<file path="config.mk">
export PLATFORM = sky130hd
export DESIGN_NAME = summation_window_ctrl
export DESIGN_NICKNAME = d
export VERILOG_FILES = /design/src/rtl/summation_window_ctrl.sv
export SDC_FILE = /design/constraint.sdc
export NUM_CORES = 1
export LEC_CHECK = 0
export ABC_AREA = 1
export BUFFER_PORTS_ARGS = -buffer_cell sky130_fd_sc_hd__buf_2
export CORE_MARGIN = 1.5
export CORE_UTILIZATION = 50
export DETAILED_ROUTE_END_ITERATION = 7
export PLACE_DENSITY = 0.86
export REMOVE_ABC_BUFFERS = 1
export SLEW_MARGIN = 10
export SYNTH_ARGS = -nofsm -noshare
export SYNTH_HDL_FRONTEND = slang
export SYNTH_SLANG_ARGS = --single-unit
</file>
<file path="constraint.sdc">
create_clock -name clk -period 2.55 [get_ports clk]
set_clock_uncertainty 0.2 [all_clocks]
set_input_delay 0.6375 -clock clk [delete_from_list [all_inputs] [get_ports clk]]
set_output_delay 0.6375 -clock clk [all_outputs]
set_load 0.005 [all_outputs]
</file>
<file path="src/rtl/summation_window_ctrl.sv">
// Window counter sequencer and result qualifier for the boxcar summation datapath.
// Optional SUMMATION_WIN_AVG_EN: result is the window mean (sum >>> W) instead of the raw sum.
//
// state | meaning
// IDLE  | counter parked at 0, waiting for start
// SYNC  | counter running, first (partial) window being flushed
// ACQ   | counter running, every wrap schedules a result capture
// DONE  | single-shot complete, waiting for last result to drain
module summation_window_ctrl #(
  parameter int CNT_BITS  = 16,
  parameter int SUM_BITS  = 32,
  parameter int NWIN_BITS = 8,
  parameter int CAP_LAT   = 2
) (
  input  logic                 clk,
  input  logic                 rst,
  input  logic                 start,
  input  logic                 stop,
  input  logic                 single,
  input  logic [4:0]           win_log2,
  input  logic [NWIN_BITS-1:0] n_win,
  output logic [CNT_BITS-1:0]  cnt_out,
  input  logic [SUM_BITS-1:0]  sum_in,
  output logic [SUM_BITS-1:0]  res_data,
  output logic                 res_valid,
  input  logic                 res_ready,
  output logic                 busy,
  output logic                 overrun
);

  typedef enum logic [1:0] {
    IDLE = 2'd0,
    SYNC = 2'd1,
    ACQ  = 2'd2,
    DONE = 2'd3
  } state_t;

  state_t                 state_q, state_d;
  logic [CNT_BITS-1:0]    pos_q, pos_d;
  logic [CNT_BITS-1:0]    cnt_q, cnt_d;
  logic [4:0]             w_q, w_d;
  logic [NWIN_BITS-1:0]   nwin_q, nwin_d;
  logic [NWIN_BITS-1:0]   wcnt_q, wcnt_d;
  logic                   single_q, single_d;
  logic [CAP_LAT-1:0]     cap_sr_q, cap_sr_d;
  logic [SUM_BITS-1:0]    res_data_q, res_data_d;
  logic                   res_valid_q, res_valid_d;
  logic                   overrun_q, overrun_d;

  logic [CNT_BITS-1:0]    ones;
  logic [CNT_BITS-1:0]    mask;
  logic [4:0]             shift_amt;
  logic [4:0]             w_clamped;
  logic [NWIN_BITS-1:0]   n_clamped;
  logic                   running;
  logic                   wrap;
  logic                   capture;
  logic [SUM_BITS-1:0]    cap_value;

  // Window length is 2^W; the position is left-justified so the summation sees its MSB toggle.
  always_comb begin
    ones      = '1;
    shift_amt = 5'(CNT_BITS) - w_q;
    mask      = ones >> shift_amt;
    running   = (state_q == SYNC) || (state_q == ACQ);
    wrap      = running && (pos_q == mask);
    capture   = (state_q == ACQ) && cap_sr_q[CAP_LAT-1] && !stop;
  end

  always_comb begin
    if (win_log2 == 5'd0) begin
      w_clamped = 5'd1;
    end else if (win_log2 > 5'(CNT_BITS)) begin
      w_clamped = 5'(CNT_BITS);
    end else begin
      w_clamped = win_log2;
    end
    if (n_win == '0) begin
      n_clamped = NWIN_BITS'(1);
    end else begin
      n_clamped = n_win;
    end
  end

`ifdef SUMMATION_WIN_AVG_EN
  always_comb begin
    cap_value = SUM_BITS'($signed(sum_in) >>> w_q);
  end
`else
  always_comb begin
    cap_value = sum_in;
  end
`endif

  always_comb begin
    state_d     = state_q;
    pos_d       = pos_q;
    w_d         = w_q;
    nwin_d      = nwin_q;
    wcnt_d      = wcnt_q;
    single_d    = single_q;
    cap_sr_d    = cap_sr_q << 1;
    cap_sr_d[0] = (state_q == ACQ) && wrap;
    res_data_d  = res_data_q;
    res_valid_d = res_valid_q;
    overrun_d   = overrun_q;

    case (state_q)
      IDLE: begin
        pos_d    = '0;
        cap_sr_d = '0;
        if (start && !stop) begin
          w_d       = w_clamped;
          nwin_d    = n_clamped;
          single_d  = single;
          wcnt_d    = '0;
          overrun_d = 1'b0;
          state_d   = SYNC;
        end
      end
      SYNC: begin
        pos_d = (pos_q + 1'b1) & mask;
        if (wrap) begin
          state_d = ACQ;
        end
      end
      ACQ: begin
        pos_d = (pos_q + 1'b1) & mask;
        if (capture) begin
          wcnt_d = wcnt_q + 1'b1;
          if (single_q && (wcnt_d == nwin_q)) begin
            state_d = DONE;
          end
        end
      end
      DONE: begin
        pos_d    = '0;
        cap_sr_d = '0;
        if (!res_valid_q) begin
          state_d = IDLE;
        end
      end
      default: begin
        state_d = IDLE;
      end
    endcase

    // Abort drops any capture still in the pipeline but leaves the held result alone.
    if (stop && (state_q != IDLE)) begin
      state_d  = IDLE;
      pos_d    = '0;
      cap_sr_d = '0;
    end

    if (res_valid_q && res_ready) begin
      res_valid_d = 1'b0;
    end
    if (capture) begin
      res_valid_d = 1'b1;
      res_data_d  = cap_value;
      if (res_valid_q && !res_ready) begin
        overrun_d = 1'b1;
      end
    end

    cnt_d = pos_d << shift_amt;
  end

  always_ff @(posedge clk or negedge rst) begin
    if (!rst) begin
      state_q     <= IDLE;
      pos_q       <= '0;
      cnt_q       <= '0;
      w_q         <= 5'd1;
      nwin_q      <= NWIN_BITS'(1);
      wcnt_q      <= '0;
      single_q    <= 1'b0;
      cap_sr_q    <= '0;
      res_data_q  <= '0;
      res_valid_q <= 1'b0;
      overrun_q   <= 1'b0;
    end else begin
      state_q     <= state_d;
      pos_q       <= pos_d;
      cnt_q       <= cnt_d;
      w_q         <= w_d;
      nwin_q      <= nwin_d;
      wcnt_q      <= wcnt_d;
      single_q    <= single_d;
      cap_sr_q    <= cap_sr_d;
      res_data_q  <= res_data_d;
      res_valid_q <= res_valid_d;
      overrun_q   <= overrun_d;
    end
  end

  assign cnt_out   = cnt_q;
  assign res_data  = res_data_q;
  assign res_valid = res_valid_q;
  assign overrun   = overrun_q;
  assign busy      = (state_q != IDLE);

endmodule

</file>
==> impl_metrics.ini, run 1 <==
[run_status]
status = finished, violations left
violations = negative setup slack

[timing]
worst_pin_slew_ps = 410.7
slew_violations = 0
grt_setup_unrepaired = true
period_needed_ps = 2566
fmax_mhz = 389.6
slew_headroom_pct = 72.62
setup_ws_ps = -16.44
finalCritPeriodShare_pct = 100.6
finalSetupViolations = 1
hold_slack_ps = 254.1
hold_violations = 0

[synth]
synthMostInstantiatedCell = nand2_1
synth_seq_cells = 92
synth_top_area_share_pct = 43.65
synth-async-reset-ratio_pct = 100.0
ys_warn_count = 0
synthTopCellsByCount = nand2_1, dfrtp_1, nand3_1
synth_area_mm2 = 0.005160
synth-main-ff-cell = dfrtp_1
synth_edf_count = 0
avgSynthCellArea_um2 = 7.361
synthTopCellsByArea = dfrtp_1, nand2_1, nand3_1
synth_cells = 701
ys_types = 38
yosysSeqAreaShare_pct = 44.67
yosysTopAreaCell = dfrtp_1

[clock_network]
cts_tree = built
clk_pin_slew_worst_paths_ps = 90
cts_htree_levels = 3
cts-root-buf = clkbuf_8
clock_latency_ps = 380
cts_made_buffers = 9
cts_max_path_buffers = 2
cts_sinks = 92

[setup_path]
end_kind = flip-flop
worstReg2RegEnd = cnt_out[13]
r2r-start = w_q[0]
path_cells = inv_4, ha_4, nand2_4, nand2_4, nand2_4, inv_1, nand2_2, nand2_4, nor3_4, nand2_1, nand3_1, nand3_1, nand2_1, nor2_1, a31oi_1
critPathKind = flip-flop to flip-flop
critPathSlowestCell = dfstp_2
worst-path-buf-inv = 2
worstPathArrival_ps = 2660
r2r_slack_ps = -20
cp-start-kind = flip-flop
crit_top_cell = nand2_4
cp_max_fo = 6
reg2regPathDepth = 15
crit_path_max_incr_delay_ps = 570
cp.required_ps = 2640
cp_top_family = simple AND/OR/NAND/NOR gates

[routing]
wirelength_um = 14780
drc = 0
viasPerCell = 5.396
first_pass_iters = 7
antenna_left = 0
avgRoutedWirePerCell_um = 15.16
first_iter_violations = 510
vias = 5261

[floorplanning]
die_w_um = 104.6
coreArea_mm2 = 0.009910
fp-row-count = 36
dieArea_mm2 = 0.01094
ioPinCount = 102
start_util_pct = 52.07
die_h_um = 104.6

[power_and_ir_drop]
p_per_area_mw_per_mm2 = 1337
p_sw_w = 0.004395
vdd_drop_max_mv = 0.9203
p_leak_nw = 3.490
clockPowerShare_pct = 11.9
swShare_pct = 49.71
internal_power_w = 0.004446
total_power_w = 0.008841
p_seq_share_pct = 22.1
combPwrFrac_pct = 66.0

[grt]
grt_max_degree = 39
antenna_found_initial = 0
grt_use_total_pct = 25.75
grt_pass1_vias = 4795
grt_pass1_wl_um = 22580
overflow = 0

[hold_path]
hold_start = sum_in[28]
min_path_cells = 3
min_path_type = primary input to flip-flop
worstHoldEndpoint = res_data[28]

[cells_and_area]
diodes = 0
fin_nets = 897
areaGrowthSynthToFinish_pct = 28.13
drive_gt1_share_pct = 26.96

[placed_design]
gp_congestion = 0.9567
dpl.hpwl_um = 10060
io_buffers = 101

[flow_run]
maxCapViolations = 0
[layout make-up]
type	count	area (um^2)
Inverter	74	285.3
Sequential cell	92	2306
Clock inverter	4	55.05
Timing Repair Buffer	142	862.1
Multi-Input combinational cell	518	2781
Tap cell	133	166.4
Fill cell	804	3298
Clock buffer	12	155.1
[layout by cell type (no fill, tap or decap), types with 2 or more instances in the layout]
cell type and instances:
buf_12 2, a211oi_1 2, ha_4 2, inv_6 2
nand2_8 5, nand2_1 255, nand4_1 5, buf_2 100
xnor2_1 2, clkbuf_8 11, a21oi_1 11, a31oi_1 5
dfstp_2 2, nand2_4 13, nor3_4 2, nand3_2 8
ha_1 7, nand3_1 71, o21ai_0 22, nor3_1 10
buf_6 5, nor2_1 37, inv_1 66, nor2_4 6
o21ai_1 4, nor2_2 7, xor2_1 14, o22ai_1 9
dfrtp_1 89, buf_4 34, inv_2 6, nand3_4 4
nand2_2 9
[per-layer routing]
metal / global-route usage, % / part of all wire (%)
met1: 34.41 / 41
met2: 41.26 / 48
met3: 5.115 / 8.4
met4: 10.18 / 3.2
met5: 0 / 0
[sequential cells by signal, summed over array words and instances, names as in the netlist, 2 cells and up]
name and flops:
state_q 2, cnt_out 16, res_data 32, wcnt_q 8, w_q 5, pos_q 16
nwin_q 8, cap_sr_q 2
[how the worst max path moves through the flow]
| stage | start | end | depth (start not counted) | slack (ps) |
|---|---|---|---|---|
| 4_1_cts | w_q[0] | state_q[0] | 19 | 7 |
| 3_3_place_gp | w_q[0] | state_q[1] | 18 | -0.8 |
| 2_1_floorplan | state_q[0] | state_q[1] | 15 | -460 |
| 5_1_grt | w_q[0] | cnt_out[13] | 15 | -130 |
| 6_report | w_q[0] | cnt_out[13] | 15 | -20 |
| 3_5_place_dp | w_q[0] | state_q[0] | 18 | -80 |
[stage by stage]
stage,TNS [ps],setup WS [ps],instance area (um^2),instances,util [%]
after floorplan,-4950,-459.1,5042,681,-
after global placement,-0.8085,-0.8085,5977,948,60.32
after detailed placement,-162.2,-80.86,5977,948,60.32
after CTS,0,7.390,6222,968,62.79
after global routing,-847.9,-125.7,6611,975,66.72
final,-16.44,-16.44,6611,975,66.72
[kinds of logic (layout without fill, tap and decap cells)]
logic type | count (synthesis) | count (layout) | synth area share, %
AO/OA/AOI/OAI | 56 | 56 | 6.038
XOR/XNOR | 16 | 16 | 2.716
adder cells (fa/ha/maj) | 9 | 9 | 2.182
buffers and inverters | 94 | 232 | 7.662
flip-flops | 92 | 92 | 44.67
AND/OR/NAND/NOR | 434 | 437 | 36.74
[timing repair]
item                                   CTS  global route
buffers inserted                         1             7
hold buffers                             1             0
gates resized for setup                  2            76
gates cloned                             2             1
endpoints found under the hold margin   21             0
setup endpoints to repair                6            16
pin swaps                                1            20
[worst reg2reg max path, delay by kind of cell, from the launching register on]
kind | cells | cell delay (ps)
AO/OA/AOI/OAI | 1 | 130
adder cells (fa/ha/maj) | 1 | 220
buffers and inverters | 2 | 110
flip-flops | 1 | 570
AND/OR/NAND/NOR | 11 | 1230
[power by group through the flow]
stage | Sequential (W) | Combinational [W] | Clock (W)
after floorplan | 0.00196 | 0.00290 | 0
after global placement | 0.00193 | 0.00440 | 0
after detailed placement | 0.00193 | 0.00444 | 0
after CTS | 0.00191 | 0.00456 | 0.00105
after global routing | 0.00199 | 0.00629 | 0.00112
final | 0.00196 | 0.00583 | 0.00105
Power figures use the tool's default switching activity.
==> run 2: changes to the inputs <==
BUFFER_PORTS_ARGS = default   (was -buffer_cell sky130_fd_sc_hd__buf_2)
CORE_UTILIZATION = 58   (was 50)
DONT_BUFFER_PORTS = 1   (was default)
==> impl_metrics.ini, run 2 (synthesis gave the netlist of run 1 again) <==
[clock_network]
cts_made_buffers = 9
clk_pin_slew_worst_paths_ps = 100
cts_max_path_buffers = 2
cts_sinks = 92
cts_htree_levels = 3
cts_tree = built
cts-root-buf = clkbuf_8
clock_latency_ps = 380

[floorplanning]
fp-row-count = 34
start_util_pct = 59.46
dieArea_mm2 = 0.009471
ioPinCount = 102
die_w_um = 97.32
coreArea_mm2 = 0.008678
die_h_um = 97.32

[cells_and_area]
final_cell_mix = nand2_1, dfrtp_1, nand3_1
largest_reg_flops = 32
diodes = 0
fin_nets = 780
drive_gt1_share_pct = 16.00
layout_commonest_cell = nand2_1
areaGrowthSynthToFinish_pct = 13.80
finish.utilization_pct = 67.66

[power_and_ir_drop]
p_per_area_mw_per_mm2 = 1411
p_leak_nw = 2.940
total_power_w = 0.008287
vdd_drop_max_mv = 0.7503

[setup_path]
cp-start-kind = flip-flop
critPathKind = flip-flop to flip-flop
r2r-start = w_q[0]
crit_path_start = w_q[0]
worstReg2RegEnd = state_q[1]
worstPathArrival_ps = 2630
end_kind = flip-flop
r2r_slack_ps = -8
reg2regPathDepth = 18
cp.required_ps = 2620
cp_max_fo = 13
endpoint = state_q[1]

[placed_design]
gp_congestion = 1.000
dp_worst_setup_slack_ps = -83.12
io_buffers = 0
dpl.hpwl_um = 9536

[run_status]
violations = negative hold slack, negative setup slack
status = finished, violations left

[grt]
grt_use_total_pct = 28.58
grt_pass1_wl_um = 21720
antenna_found_initial = 0
overflow = 0
grt_max_degree = 93
grt_pass1_vias = 4710

[timing]
slew_headroom_pct = 72.71
slew_violations = 0
grt_setup_unrepaired = true
setup_tns_ps = -20.50
period_needed_ps = 2558
hold_slack_ps = -253.0
setup_ws_ps = -8.075
finalSetupViolations = 3
hold_violations = 92
finalCritPeriodShare_pct = 100.3
worst_pin_slew_ps = 406.2
fmax_mhz = 390.9

[routing]
vias = 4871
wirelength_um = 13930
first_iter_violations = 450
avgRoutedWirePerCell_um = 16.72
antenna_left = 0
viasPerCell = 5.848
first_pass_iters = 5
drc = 0

[hold_path]
min_path_type = primary input to async pin

[flow_run]
maxCapViolations = 0
==> run 2: cell types whose count changed in the layout (fill, tap and decap cells not counted), moves of 3 or more <==
cell | before | now
o21ai_1 | 4 | 1
nand2_2 | 9 | 17
buf_2 | 100 | 0
nor2_1 | 37 | 41
nand2_1 | 255 | 250
buf_4 | 34 | 21
==> run 2: power breakdown <==
group | switching (W) | total (W) | internal [W] | leakage, nW
registers | 0.000235 | 0.00199 | 0.00176 | 1.21
clock network | 0.000581 | 0.000989 | 0.000408 | 0.0997
logic | 0.00346 | 0.00531 | 0.00185 | 1.63
total | 0.00427 | 0.00829 | 0.00402 | 2.94
==> run 2: critical path: stages, from the launching register on <==
cell and delay [ps]:
dfstp_2 580, inv_4 50, ha_4 200, nand2_2 70, nand2_2 80, buf_4 160, buf_8 150, nand3_1 90
nand2_1 70, nor2_1 100, nand2_1 60, nor2_1 130, nand2_1 110, nand2_1 80, nand2_1 60, nand2_2 90
nand2_2 70, nand2_1 60, nand2_1 50
==> run 2: per-stage QoR <==
step	cell area (um^2)	cells
2_1_floorplan	5042	681
3_3_place_gp	5320	808
3_5_place_dp	5320	808
4_1_cts	5588	827
5_1_grt	5872	833
6_report	5872	833
==> run 2: repair_timing <==
item                                   4_1_cts  5_1_grt
pin swaps                                    1       20
resized for setup                            6       65
setup buffers                                1        6
setup endpoints to repair                    5       24
cloned                                       2        0
endpoints found under the hold margin       92       92
==> run 2: worst min-delay path by stage <==
stage | startpoint | endpoint | slack (ps) | cells past startpoint
after global routing | rst | nwin_q[6] | -280 | 0
final | rst | pos_q[7] | -250 | 0
after detailed placement | rst | pos_q[7] | 150 | 0
after floorplan | rst | cap_sr_q[0] | 140 | 0
after global placement | rst | pos_q[7] | 150 | 0
after CTS | rst | nwin_q[7] | -270 | 0
==> run 2: area by class of cell <==
| type | count | area, um^2 |
|---|---|---|
| Sequential cell | 92 | 2306 |
| Multi-Input combinational cell | 517 | 2720 |
| Inverter | 74 | 282.8 |
| Tap cell | 108 | 135.1 |
| Timing Repair Buffer | 26 | 226.5 |
| Fill cell | 699 | 2806 |
| Clock buffer | 10 | 137.6 |
| Clock inverter | 6 | 63.81 |
==> run 2: per-layer routing <==
layer	routed length [um]	track usage (%)	vias to the layer above
met5	0	0	-
met4	327	9.231	0
met3	1244	6.619	46
met2	6750	47.34	292
met1	5602	37.38	2273
li1	-	-	2260
==> run 3: changes to the inputs <==
RECOVER_POWER = 25   (was default)
SKIP_LAST_GASP = 1   (was default)
==> impl_metrics.ini, run 3 (synthesis gave the netlist of run 1 again) <==
[run_status]
status = finished, violations left
violations = negative hold slack, negative setup slack

[timing]
hold_violations = 92
slew_violations = 0
grt_setup_unrepaired = true
setup_tns_ps = -22.15
period_needed_ps = 2561
finalSetupViolations = 3
slew_headroom_pct = 72.30
worst_pin_slew_ps = 412.4
hold_slack_ps = -253.4
setup_ws_ps = -10.88
fmax_mhz = 390.5
finalCritPeriodShare_pct = 100.4

[floorplanning]
dieArea_mm2 = 0.009471
die_w_um = 97.32
fp-row-count = 34
start_util_pct = 59.46
ioPinCount = 102
coreArea_mm2 = 0.008678
die_h_um = 97.32

[hold_path]
min_path_type = primary input to async pin

[grt]
grt_pass1_vias = 4710
overflow = 0
grt_max_degree = 93
grt_pass1_wl_um = 21720
antenna_found_initial = 0
grt_use_total_pct = 28.58

[setup_path]
cp-start-kind = flip-flop
worst-path-buf-inv = 3
worstReg2RegEnd = state_q[1]
cp.required_ps = 2620
cp_top_family = simple AND/OR/NAND/NOR gates
cp_max_fo = 13
worstPathArrival_ps = 2630
end_kind = flip-flop
path_cells = inv_4, ha_4, nand2_2, nand2_2, buf_4, buf_8, nand3_1, nand2_1, nor2_1, nand2_1, nor2_1, nand2_1, nand2_1, nand2_1, nand2_2, nand2_2, nand2_1, nand2_1
critPathKind = flip-flop to flip-flop
reg2regPathDepth = 18
r2r_slack_ps = -10
critPathSlowestCell = dfstp_2
crit_top_cell = nand2_1
crit_path_max_incr_delay_ps = 580
r2r-start = w_q[0]

[placed_design]
io_buffers = 0
gp_congestion = 1.000
place_inst = 808
placed_cell_area_mm2 = 0.005320
dpl.hpwl_um = 9536

[routing]
vias = 4912
drc = 0
first_iter_violations = 447
first_pass_iters = 5
viasPerCell = 5.897
antenna_left = 0
wirelength_um = 13870
avgRoutedWirePerCell_um = 16.65

[clock_network]
cts_htree_levels = 3
cts_max_path_buffers = 2
cts_sinks = 92
cts_made_buffers = 9
clk_pin_slew_worst_paths_ps = 110
cts-root-buf = clkbuf_8
cts_tree = built
clock_latency_ps = 380

[cells_and_area]
drive_gt1_share_pct = 15.86
fin_nets = 780
postLayoutCellArea_mm2 = 0.005867
diodes = 0
final_cells = 833
areaGrowthSynthToFinish_pct = 13.70
largest_reg_flops = 32
layout_commonest_cell = nand2_1
final_cell_mix = nand2_1, dfrtp_1, nand3_1

[power_and_ir_drop]
vdd_drop_max_mv = 0.7459
p_leak_nw = 2.937
p_per_area_mw_per_mm2 = 1408

[flow_run]
maxCapViolations = 0
==> run 3: changes by cell type in the layout (fill, tap and decap cells not counted) <==
cell | previous run | this run
nand3_1 | 72 | 73
nand3_2 | 7 | 6
==> run 3: final cells by class <==
cell class	count	area [um^2]
fill	699	2811
inverter	74	282.8
tap	108	135.1
sequential	92	2306
multi-input combinational	517	2715
timing repair buffer	26	226.5
clock buffer	10	137.6
clock inverter	6	63.81
==> run 3: worst reg2reg max path: stages, from the launching register on <==
cell and delay [ps]:
dfstp_2 580, inv_4 60, ha_4 210, nand2_2 80
nand2_2 80, buf_4 160, buf_8 150, nand3_1 100
nand2_1 60, nor2_1 100, nand2_1 60, nor2_1 130
nand2_1 110, nand2_1 80, nand2_1 60, nand2_2 90
nand2_2 70, nand2_1 60, nand2_1 50
==> run 3: routing by layer <==
metal	vias up	GRT usage, %	share of wire, %
li1	2262	-	-
met1	2299	37.38	40
met2	299	47.34	48
met3	52	6.619	9.6
met4	0	9.231	3.0
met5	-	0	0
==> run 3: through the flow <==
step                      power (W)  setup slack (ps)  util, %
final                      0.008260            -10.88    67.60
after global routing       0.008785            -169.9    67.60
after CTS                  0.007277             11.57    64.39
after detailed placement   0.006054            -83.12    61.30
after global placement     0.005931             7.024    61.30
after floorplan            0.004860            -459.1        -
==> run 3: power breakdown <==
group          total, W  internal, W  switching, W
sequential      0.00199      0.00176      0.000233
clock          0.000989     0.000408      0.000581
combinational   0.00528      0.00185       0.00344
==> run 3: worst max path at each step <==
stage | from | endpoint | slack, ps | depth (start not counted)
4_1_cts | w_q[0] | state_q[1] | 10 | 18
6_report | w_q[0] | state_q[1] | -10 | 18
3_3_place_gp | w_q[0] | state_q[1] | 7 | 18
5_1_grt | w_q[0] | state_q[0] | -170 | 18
3_5_place_dp | w_q[0] | state_q[1] | -80 | 18
2_1_floorplan | state_q[0] | state_q[1] | -460 | 15
==> run 3: repair_timing <==
action,CTS,global route
gates resized for setup,6,64
setup endpoints to repair,5,24
pin swaps,1,20
gates cloned,2,0
buffers inserted,1,6
hold endpoints to repair,92,92
